## config.mk

```make
export PLATFORM = sky130hd
export DESIGN_NAME = chimera_clu_pwr_ctrl
export DESIGN_NICKNAME = d
export VERILOG_FILES = /design/src/rtl/chimera_clu_pwr_ctrl.sv
export SDC_FILE = /design/constraint.sdc
export NUM_CORES = 1
export LEC_CHECK = 0
export CAP_MARGIN = 10
export CORE_ASPECT_RATIO = 1.5
export CORE_MARGIN = 2
export CORE_UTILIZATION = 50
export DETAILED_ROUTE_END_ITERATION = 10
export HOLD_SLACK_MARGIN = 0.06
export PLACE_DENSITY_LB_ADDON = 0.15
export SLEW_MARGIN = 20
export SYNTH_ARGS = -nofsm -noshare
export SYNTH_HDL_FRONTEND = slang
export SYNTH_SLANG_ARGS = --single-unit
export TNS_END_PERCENT = 10
```

## constraint.sdc

```tcl
create_clock -name soc_clk_i -period 4.7 [get_ports soc_clk_i]
set_input_delay 0.94 -clock soc_clk_i [delete_from_list [all_inputs] [get_ports soc_clk_i]]
set_output_delay 0.94 -clock soc_clk_i [all_outputs]
set_load 0.05 [all_outputs]
```

## src/rtl/chimera_clu_pwr_ctrl.sv

```systemverilog
// chimera_clu_pwr_ctrl: per-cluster power sequencer ordering clock enable, reset and AXI isolation.
module chimera_clu_pwr_ctrl #(
  parameter int unsigned NumClusters      = 1,
  parameter int unsigned RstHoldCycles    = 4,
  parameter int unsigned ClkSettleCycles  = 2,
  parameter int unsigned IsoTimeoutCycles = 1024
) (
  input  logic                   soc_clk_i,
  input  logic                   rst_ni,
  input  logic [NumClusters-1:0] pwr_req_i,
  input  logic [NumClusters-1:0] isolated_i,
  input  logic [NumClusters-1:0] clr_err_i,
  output logic [NumClusters-1:0] isolate_o,
  output logic [NumClusters-1:0] clu_clk_en_o,
  output logic [NumClusters-1:0] clu_rst_no,
  output logic [NumClusters-1:0] pwr_ack_o,
  output logic [NumClusters-1:0] busy_o,
  output logic [NumClusters-1:0] err_o
);
  localparam int unsigned MaxRs = RstHoldCycles > ClkSettleCycles ? RstHoldCycles : ClkSettleCycles;
  localparam int unsigned MaxCycles = MaxRs > IsoTimeoutCycles ? MaxRs : IsoTimeoutCycles;
  localparam int unsigned CntW = $clog2(MaxCycles + 1);
  localparam logic [CntW-1:0] RstLoad = CntW'(RstHoldCycles - 1);
  localparam logic [CntW-1:0] SettleLoad = CntW'(ClkSettleCycles - 1);
  localparam logic [CntW-1:0] IsoLoad = CntW'(IsoTimeoutCycles - 1);
  // Encoding is {iso, clk_en, rst_n, ack, busy, tag} so every output is a state register bit.
  typedef enum logic [5:0] {
    OFF        = 6'b100000,
    CLK_ON     = 6'b110010,
    RST_REL    = 6'b111010,
    DEISO      = 6'b011010,
    ON         = 6'b011100,
    ISO_WAIT   = 6'b111011,
    RST_ASSERT = 6'b110011
  } state_e;

  for (genvar c = 0; c < NumClusters; c++) begin : g_clu
    state_e          state_q, state_d;
    logic [CntW-1:0] cnt_q, cnt_d;
    logic            err_q, err_set;

    always_comb begin
      state_d = state_q;
      case (state_q)
        OFF:        if (pwr_req_i[c]) state_d = CLK_ON;
        CLK_ON:     if (cnt_q == '0) state_d = RST_REL;
        RST_REL:    if (cnt_q == '0) state_d = DEISO;
        DEISO:      if (!isolated_i[c]) state_d = ON;
        ON:         if (!pwr_req_i[c]) state_d = ISO_WAIT;
        ISO_WAIT:   state_d = isolated_i[c] ? RST_ASSERT : pwr_req_i[c] ? DEISO : ISO_WAIT;
        RST_ASSERT: if (cnt_q == '0) state_d = OFF;
        default:    state_d = OFF;
      endcase
      cnt_d = state_d == state_q ? (cnt_q == '0 ? '0 : cnt_q - CntW'(1)) :
              state_d == RST_REL ? SettleLoad :
              state_d == ISO_WAIT ? IsoLoad :
              (state_d == CLK_ON || state_d == RST_ASSERT) ? RstLoad : '0;
      // Flag only the cycle the timeout expires, so a later clear sticks while still waiting.
      err_set = state_d == ISO_WAIT && cnt_d == '0 && (state_q != ISO_WAIT || cnt_q != '0);
    end

    always_ff @(posedge soc_clk_i or negedge rst_ni) begin
      if (!rst_ni) begin
        state_q <= OFF;
        cnt_q   <= '0;
        err_q   <= 1'b0;
      end else begin
        state_q <= state_d;
        cnt_q   <= cnt_d;
        err_q   <= err_set | (err_q & ~clr_err_i[c]);
      end
    end

    assign isolate_o[c]    = state_q[5];
    assign clu_clk_en_o[c] = state_q[4];
    assign clu_rst_no[c]   = state_q[3];
    assign pwr_ack_o[c]    = state_q[2];
    assign busy_o[c]       = state_q[1];
    assign err_o[c]        = err_q;
  end
endmodule

```

Yosys cells after proc, flatten, opt, wreduce, memory -nomap -nowiden
Index checks and enable logic that the tools add are counted.

Output and inout bits: 6. Bits in registers: 18.

Mux-type cells: 14. Eq/ne operators: 13. Add/subtract/negate cells: 1. Reductions and logical operators: 7. Bitwise gates (word level): 3.

Operator list (number): 6-bit == test (second input constant) (9); 6-bit 2-to-1 mux (8); 6-bit one-hot mux with 7 select lines (1); 11-bit logical NOT (2); 11-bit 2-to-1 mux (2); 10-bit 2-to-1 mux (2); 6-bit by 5-bit == test with 1-bit output (second input constant) (2); 11-bit nonzero test (1); 11-bit by 1-bit subtractor with 11-bit output (second input constant) (1); 6-bit == test (1); 6-bit != test (second input constant) (1); 1-bit logical AND (2); 1-bit logical OR (2); 2-bit 2-to-1 mux (1); 1-bit bitwise AND (1); 1-bit NOT (1); 1-bit bitwise OR (1).

Depth between registers and ports, before layout
Gate-level depths: netlist of the first run.

Depth in word-level cells: 13. Gate-level depth with buffers: 11. Depth with buffers taken out: 9.

Worst setup path before layout of the first run
OpenSTA, ideal clock, no wires.

Kind: input to register. Start point: input pwr_req_i. End point: register g_clu[0].cnt_q[0]. Cell stages on the path: 8. Library setup time: 86 ps. Required time: 4614 ps. Slack: 1966 ps. Arrival time: 2648 ps. Cell sequence: and3b_2 > and3_1 > or4_4 > a41oi_2 > nand4b_2 > or2_1 > buf_6 > o221ai_2.

Cells in the longest elaborated chain, start to end: 9.

RTL lines: from (decl) (line 10) `input logic [NumClusters-1:0] pwr_req_i,`; 6-bit 2-to-1 mux (2 in a row) (line 50) `ISO_WAIT: state_d = isolated_i[c] ? RST_ASSERT : pwr_req_i[c] ? DEISO : ISO_WAIT;`; 6-bit one-hot mux with 7 select lines (*) (line 44) `case (state_q)`; 6-bit == test (line 57) `(state_d == CLK_ON || state_d == RST_ASSERT) ? RstLoad : '0;`; 1-bit logical OR (line 57); 2-bit 2-to-1 mux (line 57); 10-bit 2-to-1 mux (line 56) `state_d == ISO_WAIT ? IsoLoad :`; 10-bit 2-to-1 mux (line 55) `state_d == RST_REL ? SettleLoad :`; 11-bit 2-to-1 mux (*) (line 54) `cnt_d = state_d == state_q ? (cnt_q == '0 ? '0 : cnt_q - CntW'(1)) :`; net g_clu[0].cnt_d[0] (line 39) `logic [CntW-1:0] cnt_q, cnt_d;`; to (signal assigned) (line 69) `cnt_q <= cnt_d;`; to (decl) (line 39).

The timed path passes the listed nets; every way through them passes the cells marked *.

Worst setup path after layout of the first run
Start point: input pwr_req_i. End point: register g_clu[0].cnt_q[1].

The elaborated chain is that of the path after synthesis.

==> results of run 1 <==
==> logic make-up (layout without fill, tap and decap cells) <==
logic type	Yosys count	after routing	synth area share [%]
AO/OA/AOI/OAI	37	37	19.61
XOR/XNOR	9	9	6.207
adder cells (fa/ha/maj)	1	1	0.9851
buffers and inverters	15	20	6.502
flip-flops	18	18	35.57
AND/OR/NAND/NOR	68	68	31.13
==> power groups by stage <==
stage	clock network (uW)	registers, uW	logic (uW)
final	96.3	250	441
after global routing	103	256	492
after CTS	96.2	249	441
after detailed placement	0	252	438
after global placement	0	249	427
after floorplan	0	262	356
==> registers in the layout, indices dropped and copies added, names as in the netlist <==
name / count
err_o: 1
g_clu.cnt_q: 11
g_clu.state_q: 6
==> layout by cell type (no fill, tap or decap), types with 2 or more instances in the layout <==
cell type,synthesis,routed
inv_1,6,6
or3_1,2,2
xor2_1,3,3
a21oi_1,5,5
dfrtp_1,17,17
nor4_1,2,2
nor3b_1,2,2
nand4_1,3,3
nand3_1,5,5
nor3_1,8,8
o21ai_0,8,8
clkbuf_4,0,3
xnor2_1,6,6
a31oi_1,3,3
nand3b_1,2,2
clkdlybuf4s50_1,0,10
o21ai_1,7,7
nand2_1,16,16
nor2_1,11,11
==> worst min path at each step <==
stage,start,to,cells past startpoint
4_1_cts,err_o$_DFF_PN0_,err_o$_DFF_PN0_,2
6_report,err_o$_DFF_PN0_,err_o$_DFF_PN0_,2
3_5_place_dp,err_o$_DFF_PN0_,err_o$_DFF_PN0_,2
5_1_grt,err_o$_DFF_PN0_,err_o$_DFF_PN0_,2
2_1_floorplan,g_clu[0].cnt_q[10]$_DFF_PN0_,g_clu[0].cnt_q[10]$_DFF_PN0_,2
3_3_place_gp,err_o$_DFF_PN0_,err_o$_DFF_PN0_,2
==> metal layers <==
metal | global-route usage [%] | wire length (um) | vias to the layer above
met1 | 27.13 | 1153 | 543
met5 | 0 | 0 | -
li1 | - | - | 553
met4 | 12.50 | 119 | 0
met3 | 1.648 | 111 | 15
met2 | 39.29 | 1521 | 39
==> cell usage after synthesis, drive strengths merged, types with 2 or more instances <==
cell,instances,area (sq um)
dfrtp,17,425.4
nand2,16,60.06
o21ai,16,83.83
nor2,11,41.29
nor3,8,40.04
buf,6,48.79
inv,6,22.52
xnor2,6,52.55
a21oi,5,25.02
nand3,5,25.02
a31oi,3,18.77
clkbuf,3,11.26
nand4,3,18.77
nor3b,3,27.52
xor2,3,26.28
a41oi,2,25.03
and3b,2,18.77
nand3b,2,15.01
nand4b,2,23.77
nor4,2,12.51
o221ai,2,23.77
or2,2,12.52
or3,2,12.51
==> per-stage QoR <==
step	cell area (sq um)	setup slack [ps]	cells	hold WS (ps)	utilization, %
after floorplan	1270	1966	148	491.8	-
after global placement	1340	1352	173	527.5	55.32
after detailed placement	1340	1283	173	534.8	55.32
after CTS	1376	1588	177	549.8	56.82
after global routing	1376	1427	177	588.1	56.82
final	1376	1544	177	545.4	56.82
==> critical path: stages <==
cell and delay, ps:
clkdlybuf4s50_1 480, and3b_2 240, and3_1 200, or4_4 550, a41oi_2 180, nand4b_2 180
or2_1 390, o21ai_1 220
==> cell type report <==
type / count / area [sq um] / share of cell area, %
Clock buffer: 4 / 36.28 / 2.636
Inverter: 6 / 22.52 / 1.636
Multi-Input combinational cell: 115 / 735.7 / 53.45
Sequential cell: 18 / 451.7 / 32.82
Tap cell: 24 / 30.03 / 2.182
Timing Repair Buffer: 10 / 100.1 / 7.273
==> summary.md, run 1 <==
| Metric | Value |
|---|---|
| Initial core utilization | between 50 and 60% |
| Worst VDD drop | between 0.3 and 0.4 mV |
| Largest net degree at the start of global routing | 19 |
| Worst Setup EP | g_clu[0].cnt_q[1]$_DFF_PN0_ |
| Total track usage | between 20% and 30% |
| R2R setup slack | 1830 ps |
| Worst-Margin Slew | roughly 800 ps |
| # H-tree levels | 1 |
| Share of flip-flops with an asynchronous set or reset | 100.0% |
| Vert. Die Dim | roughly 66 um |
| Relative slew margins | 46.71% |
| Wire per inst | approximately 16 um |
| Critical path capture point type | register |
| RSZ-0062 raised after global routing | false |
| # port buffers | 10 |
| Synth Warn # | 0 |
| Startpoint types | input port |
| Hold WC Path Type | reg -> reg |
| Outcome | finished clean |
| Initial antenna violation count | 0 |
| Clock power frac | between 10% and 20% |
| Remaining antenna violation count after routing | 0 |
| Final TNS setup | 0 ps |
| Clock insertion delay at the later pin of the skew report | approximately 300 ps |
| Vias in the first global route | about 1.1k |
| Sw Ratio | between 40% and 50% |
| Area delta synth->final | 8.374% |
| Final wirelength | just under 3 mm |
| Crit Path Category | in -> reg |
| P_leak | 0.0005650 uW |
| Worst Clk Skew | about 1.1 ps |
| Global-route wire length before repair | 4.981 mm |
| CTS tree | yes |
| Clock-pin slew on the worst setup and hold paths | ~100 ps |
| Post-CTS Setup Inserts | 0 |
| Vias/cell | roughly 6.5 |
| Core Box Area | between 2000 and 2500 sq um |
| Crit-path max FO | 9 |
| Critical Path RT | 4920 ps |
| Power Density | ~570 nW/um^2 |
| Sequential fraction of the synthesis area | roughly 36% |
| Internal | roughly 430 uW |
| Initial DRT Pass Iterations | 4 |
| Ys flop type | dfrtp_1 |
| Final setup vio count | 0 |
| CP arrival | about 3400 ps |
| CTS Buf Count | 3 |
| Total power | 787.1 uW |
| Fillers | about 240 |
| Post-Syn Area | ~1300 sq um |
| Seq pwr share | roughly a third |
| Final Cycle Share | about two thirds |
| Rows | 22 |
| Yosys reg bits | 18 |
| EDFF count, synth | 0 |
| Cells after Synth | ~150 |
| Longest Clk Path Bufs | 2 |
| Initial DRC count | 25 |
| Net Count, Synth | 154 |
| DIE AREA | just under 3000 sq um |
| Peak Freq | approximately 320 MHz |
| Layout cell share with drive strength beyond 1 | roughly a tenth |
| Endpoints failing hold | 0 |
| Final Wtd Congestion | ~0.90 |
| Crit. Startpoint | pwr_req_i |
| Combinational power share | a little under three fifths |
| DP Wirelength | between 2 and 2.5 mm |
| Slew Viols, Final | 0 |
| Critical R2R Launch | g_clu[0].cnt_q[0]$_DFF_PN0_ |
| Die width | around 45 um |
| Top Ports | 11 |
| Switch Pwr | roughly 360 uW |
| Number of remaining DRC errors | 0 |
| DR vias | 1150 |
| Post_cts resized | 0 |
| Syn avg cell area | around 8.6 sq um |
| Fin crit period | 3156 ps |
| Final #Nets | 160 |
| Root buf cell | clkbuf_4 |
| Worst r2r path cells | 9 |
| N_diodes | 0 |
| Max Cap Viol | 0 |
| Cts hold-fix bufs | 0 |
| Synth cell types | 53 |
| GR Overflow Total | 0 |
| Worst R2R End | g_clu[0].cnt_q[1]$_DFF_PN0_ |
| Clock sink count | 18 |
(Power assumes the default switching activity.)
==> inputs of run 2 (changes only) <==
==> constraint.sdc (replaced) <==
create_clock -name soc_clk_i -period 3.07 [get_ports soc_clk_i]
set_input_delay 0.614 -clock soc_clk_i [delete_from_list [all_inputs] [get_ports soc_clk_i]]
set_output_delay 0.614 -clock soc_clk_i [all_outputs]
set_load 0.05 [all_outputs]
==> run 2 against run 1 <==
  * First-iteration DRC count fell by 32%
  * Routed wire length down 3.8%
  * Flip-flop and latch count did not move
  * Hold slack worse by 19 ps
  * Critical endpoint is now g_clu[0].cnt_q[6]$_DFF_PN0_
  * Utilization up 1.5 points
  * Cell count up 2.8%
  * Design area rose by 2.7%
  * Combinational power up 60%
  * Critical path depth is 1 higher
  * Sequential power up 51%
==> summary.md, run 2 (synthesis results as in run 1) <==
| Metric | Value |
|---|---|
| Final TNS setup | 0 ps |
| Die width | approximately 45 um |
| Largest register FFs | 11 |
| GR Overflow Total | 0 |
| Critical path capture point type | register |
| Cts hold-fix bufs | 0 |
| P_leak | about 0.00059 uW |
| Most frequent cells in the layout | dfrtp_1 (17), nand2_1 (16), nor2_1 (11), clkdlybuf4s50_1 (10) |
| Longest Clk Path Bufs | 2 |
| Crit Path Category | reg -> reg |
| R2R setup slack | 410 ps |
| Power Density | just under 900 nW/um^2 |
| Rows | 22 |
| Post_cts resized | 0 |
| Total track usage | roughly 22% |
| Area delta synth->final | 11.33% |
| Final setup vio count | 0 |
| Remaining antenna violation count after routing | 0 |
| Outcome | finished clean |
| Worst-Margin Slew | 793.8 ps |
| DR vias | ~1.2k |
| Wire per inst | 15.36 um |
| Area of placed instances | ~1400 sq um |
| Initial core utilization | about 52% |
| Initial DRC count | 17 |
| Total power | approximately 1200 uW |
| Worst R2R End | g_clu[0].cnt_q[6]$_DFF_PN0_ |
| Relative slew margins | a little under half |
| Worst VDD drop | between 0.5 and 0.6 mV |
| # port buffers | 10 |
| Fin crit period | about 2700 ps |
| CP arrival | around 2900 ps |
| Vert. Die Dim | approximately 66 um |
| Final #Nets | 165 |
| Endpoints failing hold | 0 |
| Clock-pin slew on the worst setup and hold paths | 100 ps |
| # H-tree levels | 1 |
| Worst r2r path cells | 9 |
| Critical R2R Launch | g_clu[0].cnt_q[0]$_DFF_PN0_ |
| Global-route wire length before repair | 4.912 mm |
| Top Ports | 11 |
| Max Cap Viol | 0 |
| Reg with most FFs | g_clu.cnt_q |
| Critical Path Slowest Stage Cell | dfrtp_1 |
| Clock insertion delay at the later pin of the skew report | 290 ps |
| Largest net degree at the start of global routing | 19 |
| Final wirelength | 2.795 mm |
| Final Wtd Congestion | ~0.94 |
| Layout cell share with drive strength beyond 1 | about an eighth |
| Hold Path Cell Cnt | 2 |
| Post-CTS Setup Inserts | 0 |
| Initial antenna violation count | 0 |
| Startpoint types | register |
| DIE AREA | slightly below 3000 sq um |
| Post-Layout Inst Area | approximately 1400 sq um |
| Vias/cell | around 6.3 |
| Placed cell count | around 180 |
| Finished Layout Cells | about 180 |
| Hold WC Path Type | reg -> reg |
| Critical Path RT | 3290 ps |
| Vias in the first global route | ~1.2k |
| CTS Buf Count | 3 |
| Slew Viols, Final | 0 |
| Peak Freq | ~380 MHz |
| Initial DRT Pass Iterations | 4 |
| Hold Path End | g_clu[0].cnt_q[10]$_DFF_PN0_ |
| Clock sink count | 18 |
| Number of remaining DRC errors | 0 |
| Fillers | 227 |
| CP max stage delay | between 400 and 500 ps |
| Crit-path max FO | 9 |
| Worst Clk Skew | 7.579 ps |
| RSZ-0062 raised after global routing | false |
| Root buf cell | clkbuf_4 |
| N_diodes | 0 |
| Crit-path cells | inv_1 > ha_1 > nor3b_2 > and4_1 > or3_1 > a21oi_1 > nand4b_2 > or2_1 > o21ai_1 |
| Core Box Area | about 2400 sq um |
| CTS tree | yes |
| Final Cycle Share | between 80% and 90% |
| HP Start | g_clu[0].cnt_q[10]$_DFF_PN0_ |
| Most common cell after layout, fill and taps aside | dfrtp_1 |
| Post-Route Utilization | slightly below 60% |
| DP Wirelength | roughly 2.2 mm |
-- run 2: cell types whose count changed in the layout (fill, tap and decap cells not counted), sizes merged --
cell  change
buf       +5
-- run 2: final cells by class --
| type | instances | area, sq um | share of cell area (%) |
|---|---|---|---|
| multi-input combinational | 115 | 735.7 | 52.04 |
| sequential | 18 | 451.7 | 31.95 |
| timing repair buffer | 15 | 137.6 | 9.734 |
| clock buffer | 4 | 36.28 | 2.566 |
| tap | 24 | 30.03 | 2.124 |
| inverter | 6 | 22.52 | 1.593 |
-- run 2: worst max-delay path, delay by kind of cell (launching register included) --
family	cells	cell delay, ps
AO/OA/AOI/OAI	2	280
adder cells (fa/ha/maj)	1	300
buffers and inverters	1	80
flip-flops	1	450
AND/OR/NAND/NOR	5	1470
-- run 2: stage by stage --
stage               setup slack (ps)  hold slack (ps)
detailed placement             145.1            515.0
global placement               174.9            514.6
finish                         411.5            526.4
floorplan                      430.6            318.4
CTS                            408.6            530.1
global route                   182.9            588.5
-- run 2: worst max path at each step --
stage,end,slack [ps],startpoint,depth (start not counted)
3_5_place_dp,g_clu[0].cnt_q[6]$_DFF_PN0_,150,pwr_req_i,8
2_1_floorplan,g_clu[0].cnt_q[0]$_DFF_PN0_,430,g_clu[0].state_q[4]$_DFF_PN0_,10
3_3_place_gp,g_clu[0].cnt_q[0]$_DFF_PN0_,170,pwr_req_i,8
6_report,g_clu[0].cnt_q[6]$_DFF_PN0_,410,g_clu[0].cnt_q[0]$_DFF_PN0_,9
4_1_cts,g_clu[0].cnt_q[6]$_DFF_PN0_,410,g_clu[0].cnt_q[0]$_DFF_PN0_,9
5_1_grt,g_clu[0].cnt_q[6]$_DFF_PN0_,180,g_clu[0].cnt_q[0]$_DFF_PN0_,9
-- run 2: power breakdown --
part / internal [uW] / switching, uW / total (uW)
Clock: 72.3 / 71.5 / 144
Combinational: 315 / 392 / 707
Sequential: 291 / 86.9 / 377
Total: 678 / 550 / 1230
-- run 2: metal layers --
metal | track usage [%] | routed length (um) | vias up
met3 | 2.198 | 59 | 7
met4 | 11.03 | 60 | 0
met1 | 25.22 | 1107 | 557
met2 | 39.82 | 1568 | 19
li1 | - | - | 567
met5 | 0 | 0 | -
==> inputs of run 3 (changes only) <==
--- a/config.mk
+++ b/config.mk
@@ -5,6 +5,7 @@
 export SDC_FILE = /design/constraint.sdc
 export NUM_CORES = 1
 export LEC_CHECK = 0
+export ABC_CLOCK_PERIOD_IN_PS = 3070
 export CAP_MARGIN = 10
 export CORE_ASPECT_RATIO = 1.5
 export CORE_MARGIN = 2
==> results of run 3 <==
No change in the layout: final DEF, timing and power equal those of run 2.
